## src/rtl/sram_mem_port.sv

```systemverilog
// Memory-stage port to a 16-bit asynchronous SRAM: each 32-bit load or store is
// split into a low and a high halfword phase, freezing the pipeline meanwhile.
module sram_mem_port #(
    parameter int WAIT_CYCLES = 2,
    parameter int BASE_ADDR   = 1024
) (
    input  logic        clk,
    input  logic        rst,
    input  logic        MEM_R_EN,
    input  logic        MEM_W_EN,
    input  logic [31:0] ALU_result,
    input  logic [31:0] ST_val,
    output logic        ready,
    output logic [31:0] read_data,
    output logic [17:0] SRAM_ADDR,
    output logic [15:0] SRAM_DQ_OUT,
    output logic        SRAM_DQ_OE,
    input  logic [15:0] SRAM_DQ_IN,
    output logic        SRAM_WE_N,
    output logic [1:0]  fsm_state
);

    typedef enum logic [1:0] {
        IDLE = 2'd0,
        LOW  = 2'd1,
        HIGH = 2'd2,
        DONE = 2'd3
    } state_t;

    localparam logic [3:0]  WAIT_LAST = WAIT_CYCLES[3:0];
    localparam logic [31:0] BASE      = BASE_ADDR[31:0];

    state_t      state;
    state_t      state_next;
    logic [3:0]  counter;
    logic [31:0] addr_q;
    logic [31:0] data_q;
    logic        write_q;
    logic        req;
    logic        phase_last;
    logic [16:0] word;

    assign req        = MEM_R_EN | MEM_W_EN;
    assign phase_last = (counter == WAIT_LAST);
    assign word       = 17'((addr_q - BASE) >> 2);
    assign ready      = ~req | (state == DONE);
    assign fsm_state  = state;

    // State register, phase counter, request latches and load capture.
    always_ff @(posedge clk) begin
        if (!rst) begin
            state     <= IDLE;
            counter   <= 4'd0;
            addr_q    <= 32'd0;
            data_q    <= 32'd0;
            write_q   <= 1'b0;
            read_data <= 32'd0;
        end else begin
            state <= state_next;
            if ((state == LOW || state == HIGH) && !phase_last) begin
                counter <= counter + 4'd1;
            end else begin
                counter <= 4'd0;
            end
            if (state == IDLE && req) begin
                addr_q  <= ALU_result;
                data_q  <= ST_val;
                write_q <= MEM_W_EN;
            end
            // Load halves are sampled on the final cycle of each phase.
            if (!write_q && phase_last && state == LOW) begin
                read_data[15:0] <= SRAM_DQ_IN;
            end
            if (!write_q && phase_last && state == HIGH) begin
                read_data[31:16] <= SRAM_DQ_IN;
            end
        end
    end

    always_comb begin
        state_next = state;
        case (state)
            IDLE: if (req) state_next = LOW;
            LOW:  if (phase_last) state_next = HIGH;
            HIGH: if (phase_last) state_next = DONE;
            DONE: state_next = IDLE;
            default: state_next = IDLE;
        endcase
    end

    // Bus outputs; reset forces the idle bus at once so an aborted store
    // cannot finish its WE pulse.
    always_comb begin
        SRAM_ADDR   = 18'd0;
        SRAM_DQ_OUT = 16'd0;
        SRAM_DQ_OE  = 1'b0;
        SRAM_WE_N   = 1'b1;
        if (rst) begin
            case (state)
                LOW: begin
                    SRAM_ADDR = {word, 1'b0};
                    if (write_q) begin
                        SRAM_DQ_OUT = data_q[15:0];
                        SRAM_DQ_OE  = 1'b1;
                        SRAM_WE_N   = phase_last;
                    end
                end
                HIGH: begin
                    SRAM_ADDR = {word, 1'b1};
                    if (write_q) begin
                        SRAM_DQ_OUT = data_q[31:16];
                        SRAM_DQ_OE  = 1'b1;
                        SRAM_WE_N   = phase_last;
                    end
                end
                default: ;
            endcase
        end
    end

endmodule
```

## config.mk

```make
export PLATFORM = sky130hd
export DESIGN_NAME = sram_mem_port
export DESIGN_NICKNAME = d
export VERILOG_FILES = /design/src/rtl/sram_mem_port.sv
export SDC_FILE = /design/constraint.sdc
export NUM_CORES = 1
export LEC_CHECK = 0
export CORE_ASPECT_RATIO = 0.6
export CORE_MARGIN = 2
export CORE_UTILIZATION = 47
export DETAILED_ROUTE_END_ITERATION = 10
export HOLD_SLACK_MARGIN = 0.02
export PLACE_DENSITY = 0.88
export SLEW_MARGIN = 5
export SYNTH_ARGS = -nofsm -noshare
export SYNTH_HDL_FRONTEND = slang
export SYNTH_SLANG_ARGS = --single-unit
```

## constraint.sdc

```tcl
create_clock -name clk -period 4.2 [get_ports clk]
set_input_delay 0.42 -clock clk [delete_from_list [all_inputs] [get_ports clk]]
set_output_delay 0.42 -clock clk [all_outputs]
set_load 0.05 [all_outputs]
```

---- Yosys cells after proc, flatten, opt, wreduce, memory -nomap -nowiden ----
Cells that the tools add are included.
word-level totals
  bits in registers ....................... 90
  input port bits ......................... 84
  output and inout bits ................... 71
  logic and storage cells ................. 47
cells by class
  $add $sub $neg .......................... 2
  eq/ne operators ......................... 7
  multiplexer cells ....................... 16
  bitwise logic cells ..................... 3
  reductions and logical operators ........ 12
operators with widths
  kind                                                                   count
  16-bit 2-to-1 mux                                                      3
  18-bit one-hot mux with 2 select lines                                 1
  16-bit one-hot mux with 2 select lines                                 1
  19-bit by 11-bit subtractor with 19-bit output, second input constant  1
  18-bit 2-to-1 mux                                                      1
  2-bit one-hot mux with 4 select lines                                  1
  1-bit 2-to-1 mux                                                       6
  2-bit 2-to-1 mux                                                       3
  2-bit inequality test, second input constant                           3
  1-bit logical AND                                                      5
  4-bit by 1-bit adder with 4-bit output, second input constant          1
  2-bit == test, second input constant                                   2
  4-bit by 2-bit == test with 1-bit output, second input constant        1
  3-bit AND reduction                                                    1
  2-bit by 1-bit == test with 1-bit output, second input constant        1
  1-bit logical NOT                                                      2
  2-bit logical NOT                                                      1
  1-bit bitwise OR                                                       2
  2-bit AND reduction                                                    1
  2-bit OR reduction                                                     1
  1-bit logical OR                                                       1
  1-bit NOT                                                              1

---- Longest topological paths before layout ----
Gate-level depths: netlist of the first run.
  depth after elaboration ................. 4
  gate-level depth with buffers ........... 7
  mapped depth without buffers ............ 5

---- Worst setup path after synthesis of the first run ----
Ideal clock, no wire load.
  path type ............................... register to output
  from .................................... register state[0] (netlist: fsm_state[0])
  to ...................................... output port SRAM_ADDR[12]
  arrival ................................. 2,436 ps
  required time ........................... 3,780 ps
  setup slack ............................. 1,344 ps
  cell stages (with the launch flop) ...... 7
  buffers on the path ..................... 1
  cells stage by stage .................... dfxtp_1 -> inv_1 -> ha_1 -> nand2_1 -> or2_2 -> clkbuf_1 -> a21oi_1
between the ends
  cells in the longest elaborated chain, start to end .. 3
  elaborated cells on any way between the ends .. 4
  classes of those cells .................. 2 x eq/ne; 2 x mux
ends and longest elaborated chain
  what                                                                       RTL line  text
  start, declared                                                            33        state_t state;
  start signal, assigned                                                     59        state <= state_next;
  2-bit == test or 2-bit by 1-bit == test with 1-bit output (tied branches)  99        case (state)
  18-bit one-hot mux with 2 select lines (*)                                 99
  18-bit 2-to-1 mux (*)                                                      98        if (rst) begin
  end, declared                                                              15        output logic [17:0] SRAM_ADDR,
Every way passes the cells marked *; elsewhere a longest branch is shown, timed or not.

---- Worst setup path in the final report of the first run ----
  from .................................... register state[0] (netlist: fsm_state[0])
  to ...................................... output port SRAM_ADDR[17]
Same word-level chain as after synthesis.

==> impl_metrics.tcl, run 1 <==
set metrics [dict create \
    synth_ff_type "dfxtp_1" \
    synth_top_area_cell "dfxtp_1" \
    netlist_area_um2 3850 \
    synth_edf_count 0 \
    vias 3491 \
    min_period_ns 3.33 \
    grt_max_degree 51 \
    numPlacedInstances 678 \
    cp_top_family "buffers and inverters" \
    portBuffers 139 \
    drv_cap 0 \
    path_cells "inv_1, ha_1, buf_4, o211a_1, nand2_1, mux2i_1, clkdlybuf4s50_1" \
    grt_pass1_wl_um 16100 \
    rows 25 \
    clkTransAtPathRegs_ns 0.06 \
    reg2reg_to "data_q[11]" \
    cts_htree_levels 3 \
    tightest_slew_ns 1.19 \
    die_w_um 121 \
    worstPathMaxFanout 18 \
    grt_pass1_vias 3479 \
    ys_ff_latch 88 \
    hold_buffers 0 \
    async_flop_share 0 \
    synth_top_cell_area_share 0.457 \
    min_from "addr_q[9]" \
    cp-end-kind "output port" \
    status "finished, final reports clean" \
    setup_tns_ns 0 \
    crit_required_ns 3.78 \
    grt_remaining_overflow 0 \
    instances_no_fill 694 \
    syn_inst 458 \
    ant_nets 0 \
    first_pass_iters 4 \
    leakagePower_nw 2.28 \
    finalSetupViolCount 0 \
    drt_first_iter_violations 233 \
    ctsResizeCount 0 \
    rsz0062_at_grt "no" \
    route.detailed.drc 0 \
    period_share 0.792 \
    ys_types 36 \
    vdd_drop_max_mv 0.268 \
    synth_area_leaders "dfxtp_1 46%, nand2_1 15%, mux2i_1 9.1%" \
    vias_per_cell 5.03 \
    hold_path_end "addr_q[9]" \
    maxSlewViolCount 0 \
    n_antenna_cell 0 \
    drt_wl_total_um 9970 \
    critPathLaunchType "flip-flop" \
    max_stage_delay_ns 0.86 \
    synthMostInstantiatedCell "nand2_1" \
    yosysSeqAreaShare 0.457 \
    syn_to_final_growth_pct 44.2 \
    wl_per_cell_um 14.4 \
    hold_depth 2 \
    fin_nets 672 \
    fmax_ghz 0.301 \
    ios 155 \
    r2r_cells 6 \
    reg2reg_setup_slack_ns 2.08 \
    cts_buffers 9 \
    ys.warnings.count 0 \
    core_um2 7910 \
    clkLatencyLatePin_ns 0.33 \
    fin_skew_ns 0.00837 \
    cp.buffers_inverters 3 \
    die_area_um2 8960 \
    power.density_nw_per_um2 482 \
    n_fill_cell 617 \
    grtUsageTotal 0.226 \
    grt_antenna_before_repair 0 \
    cp.arrival_ns 2.91 \
    synth_nets 549 \
    clock_sinks 88 \
    fp.dieH_um 74.1 \
    gp_congestion 0.837 \
    path_class "flip-flop to output port" \
    slew_headroom 0.201 \
    post-place-ws_ns 1.11 \
    hold_path_class "flip-flop to flip-flop" \
    cp_slowest_cell "clkdlybuf4s50_1" \
    place_hpwl_um 7410 \
    clockBufferDepth 2 \
    hold_violations 0 \
    drive_gt1_frac 0.0512 \
    post-cts-setup-buffers 0 \
    synth_commonest_cells "152 x nand2_1, 88 x dfxtp_1, 35 x a21boi_0, 35 x mux2i_1, 28 x nor2_1" \
    r2r_start "fsm_state[0]" \
    setup_ws_ns 0.872 \
    avgSynthCellArea_um2 8.41 \
    cts_tree "built" \
    start_util 0.487 \
    cts_root_buf "clkbuf_16" \
]
-- through the flow --
step	cell area, µm²	util	hold WS (ns)	power (mW)
after floorplan	3850	-	0.430	1.68
after global placement	5280	0.668	0.437	1.94
after detailed placement	5280	0.668	0.443	1.97
after CTS	5560	0.702	0.452	2.69
after global routing	5560	0.702	0.477	2.83
final	5560	0.702	0.450	2.68
-- metal layers --
layer | up-vias | part of all wire | GRT usage
met5 | - | 0 | 0
met4 | 0 | 0.013 | 0.0594
met3 | 12 | 0.056 | 0.0598
met2 | 91 | 0.49 | 0.394
met1 | 1631 | 0.45 | 0.282
li1 | 1757 | - | -
-- registers in the layout, indices dropped and copies added (netlist names) --
| signal | count |
|---|---|
| addr_q | 17 |
| counter | 4 |
| data_q | 32 |
| fsm_state | 2 |
| read_data | 32 |
| write_q | 1 |
-- kinds of logic after synthesis --
kind of cell,after synthesis,synth area share
DFF,88,0.457
and+or+nand+nor,208,0.228
xor gates and xnor gates,4,0.00909
AOI/OAI and AO/OA,78,0.150
adders and majority gates,7,0.0227
muxes,35,0.0909
buffers and inverters,38,0.0422
-- layout by cell type (no fill, tap or decap), drive strengths merged --
master / Yosys / layout
mux2i: 35 / 35
clkbuf: 23 / 10
buf: 9 / 6
and2: 9 / 9
o21a: 1 / 1
xor2: 2 / 2
dfxtp: 88 / 88
or4: 2 / 2
or2: 2 / 2
nand2b: 2 / 2
o211a: 2 / 2
nor4b: 2 / 2
or3b: 2 / 2
nand4: 1 / 1
ha: 7 / 7
nand3: 3 / 3
clkinvlp: 0 / 3
nand2: 154 / 154
clkinv: 0 / 2
a21boi: 50 / 50
o21ai: 3 / 3
inv: 6 / 7
or3: 1 / 1
a22oi: 16 / 16
o31ai: 2 / 2
clkdlybuf4s50: 0 / 138
xnor2: 2 / 2
nor3b: 1 / 1
nor2: 28 / 28
a21oi: 3 / 3
a2bb2oi: 1 / 1
nor4: 1 / 1
-- area by class of cell --
| class | instances | area, µm² | area share |
|---|---|---|---|
| Timing Repair Buffer | 144 | 1420 | 0.256 |
| Sequential cell | 88 | 1760 | 0.317 |
| Tap cell | 108 | 135 | 0.0243 |
| Multi-Input combinational cell | 332 | 1940 | 0.349 |
| Clock inverter | 6 | 45.0 | 0.00810 |
| Inverter | 6 | 22.5 | 0.00405 |
| Clock buffer | 10 | 229 | 0.0412 |
-- tightest hold or removal path: stages (launching register included) --
cell      delay (ns)
dfxtp_1         0.31
nand2_1         0.05
a21boi_1        0.05
-- worst max path at each step --
stage                 start               to  cells after the start
3_3_place_gp            rst    SRAM_ADDR[12]                      6
4_1_cts        fsm_state[0]   SRAM_DQ_OUT[5]                      5
3_5_place_dp            rst    SRAM_ADDR[12]                      6
2_1_floorplan  fsm_state[0]    SRAM_ADDR[12]                      6
6_report       fsm_state[0]    SRAM_ADDR[17]                      7
5_1_grt        fsm_state[0]  SRAM_DQ_OUT[12]                      5
-- power breakdown --
part | internal [mW] | switching, mW
Sequential | 0.953 | 0.0822
Clock | 0.403 | 0.322
Combinational | 0.337 | 0.580
Total | 1.69 | 0.984
Note: power is estimated with default switching activity, not from simulation.
==> inputs of run 2 (changes only) <==
Settings changed: CORE_UTILIZATION 47 to 39, PLACE_DENSITY 0.88 to 0.78.
Clock period 4.2 ns to 2.9 ns, I/O delays scaled along.
==> run 2 against run 1 <==
Against the previous run:
- die area rose by 20%
- power is 51% higher
- highest routed layer unchanged
- utilization down 10 points
- register-to-register slack lost 0.97 ns
- global-route usage decreased by 2.6 points
- via count is 0.63% higher
- combinational power up 55%
- first-iteration DRC count shrank 35%
- largest power group unchanged
==> impl_metrics.tcl, run 2 (synthesis results as in run 1) <==
set metrics [dict create \
    status "finished, final reports clean" \
    ctsResizeCount 0 \
    clkLatencyLatePin_ns 0.33 \
    grt_pass1_wl_um 17000 \
    fin_nets 673 \
    power.density_nw_per_um2 693 \
    clockBufferDepth 2 \
    path_class "flip-flop to output port" \
    regArea_um2 1760 \
    n_antenna_cell 0 \
    first_pass_iters 4 \
    final_core_util 0.601 \
    wl_per_cell_um 14.4 \
    setup_tns_ns 0 \
    crit_required_ns 2.61 \
    grt_antenna_before_repair 0 \
    ios 155 \
    final_cell_mix "152 x nand2_1, 104 x clkdlybuf4s50_1, 88 x dfxtp_1" \
    fp.dieH_um 81 \
    grt_pass1_vias 3403 \
    gp_congestion 0.792 \
    cts_root_buf "clkbuf_16" \
    hold_path_class "input port to flip-flop" \
    drt_wl_total_um 10400 \
    hold_buffers 0 \
    n_fill_cell 878 \
    cp-end-kind "output port" \
    final_common_cell "nand2_1" \
    vias 3513 \
    slew_headroom 0.561 \
    cp.arrival_ns 2.28 \
    rsz0062_at_grt "no" \
    vdd_drop_max_mv 0.345 \
    portBuffers 139 \
    syn_to_final_growth_pct 51.9 \
    die_area_um2 10700 \
    finalSetupViolCount 0 \
    drv_cap 0 \
    leakagePower_nw 2.44 \
    multiInputGateArea_um2 1940 \
    post-cts-setup-buffers 0 \
    fin_skew_ns 0.00505 \
    maxSlewViolCount 0 \
    critPathLaunchType "flip-flop" \
    drive_gt1_frac 0.109 \
    hold_violations 0 \
    grtUsageTotal 0.200 \
    place_hpwl_um 7540 \
    worstPathMaxFanout 17 \
    clkTransAtPathRegs_ns 0.06 \
    core_um2 9740 \
    clock_sinks 88 \
    cts_htree_levels 3 \
    period_share 0.886 \
    die_w_um 132 \
    cts_buffers 9 \
    grt_max_degree 51 \
    rows 28 \
    min_period_ns 2.57 \
    start_util 0.396 \
    ant_nets 0 \
    cts_tree "built" \
    top_regs "data_q (32), read_data (32), addr_q (17)" \
    fmax_ghz 0.389 \
    grt_remaining_overflow 0 \
    drt_first_iter_violations 151 \
    vias_per_cell 4.87 \
    tightest_slew_ns 0.656 \
    route.detailed.drc 0 \
]
[run 2: changes by cell type in the layout (fill, tap and decap cells not counted), sizes merged]
cell / previous run / this run
clkbuf: 10 / 11
clkinvlp: 3 / 0
clkinv: 2 / 3
buf: 6 / 41
clkdlybuf4s50: 138 / 104
inv: 7 / 6
bufinv: 0 / 1
[run 2: path summary, 6_finish.rpt]
check	to	startpoint	slack (ns)	depth (start not counted)
max	SRAM_DQ_OUT[13]	fsm_state[0]	0.33	5
min	addr_q[12]	rst	0.39	2
max reg2reg	read_data[18]	fsm_state[0]	1.11	5
min reg2reg	addr_q[8]	addr_q[8]	0.45	2
[run 2: per-stage QoR]
stage | cells | setup slack [ns] | total power, mW | hold slack [ns] | instance area, µm²
floorplan | 458 | 0.174 | 2.44 | 0.425 | 3850
global placement | 706 | 0.662 | 2.90 | 0.436 | 5570
detailed placement | 706 | 0.664 | 2.95 | 0.443 | 5570
CTS | 721 | 0.317 | 4.09 | 0.391 | 5850
global route | 721 | 0.163 | 4.31 | 0.437 | 5850
finish | 721 | 0.330 | 4.05 | 0.395 | 5850
[run 2: routing by layer]
layer,global-route usage,vias to the layer above,wire length [µm]
met3,0.0543,14,553
met5,0,-,0
met4,0.0624,0,166
met1,0.266,1661,4960
li1,-,1755,-
met2,0.318,83,4670
[run 2: final cells by class]
| class | count | share of cell area |
|---|---|---|
| clock buffer | 11 | 0.0415 |
| clock inverter | 4 | 0.00770 |
| inverter | 6 | 0.00385 |
| multi-input combinational | 332 | 0.332 |
| sequential | 88 | 0.301 |
| tap | 135 | 0.0289 |
| timing repair buffer | 145 | 0.286 |
[run 2: where the power goes]
part / internal (mW) / switching, mW
clock network: 0.682 / 0.451
registers: 1.38 / 0.118
logic: 0.557 / 0.866
[run 2: critical path: stages, from the launching register on]
cell and delay, ns:
dfxtp_1 0.40, inv_1 0.09, ha_1 0.36, nand3_1 0.49, nor2_1 0.42, buf_12 0.18
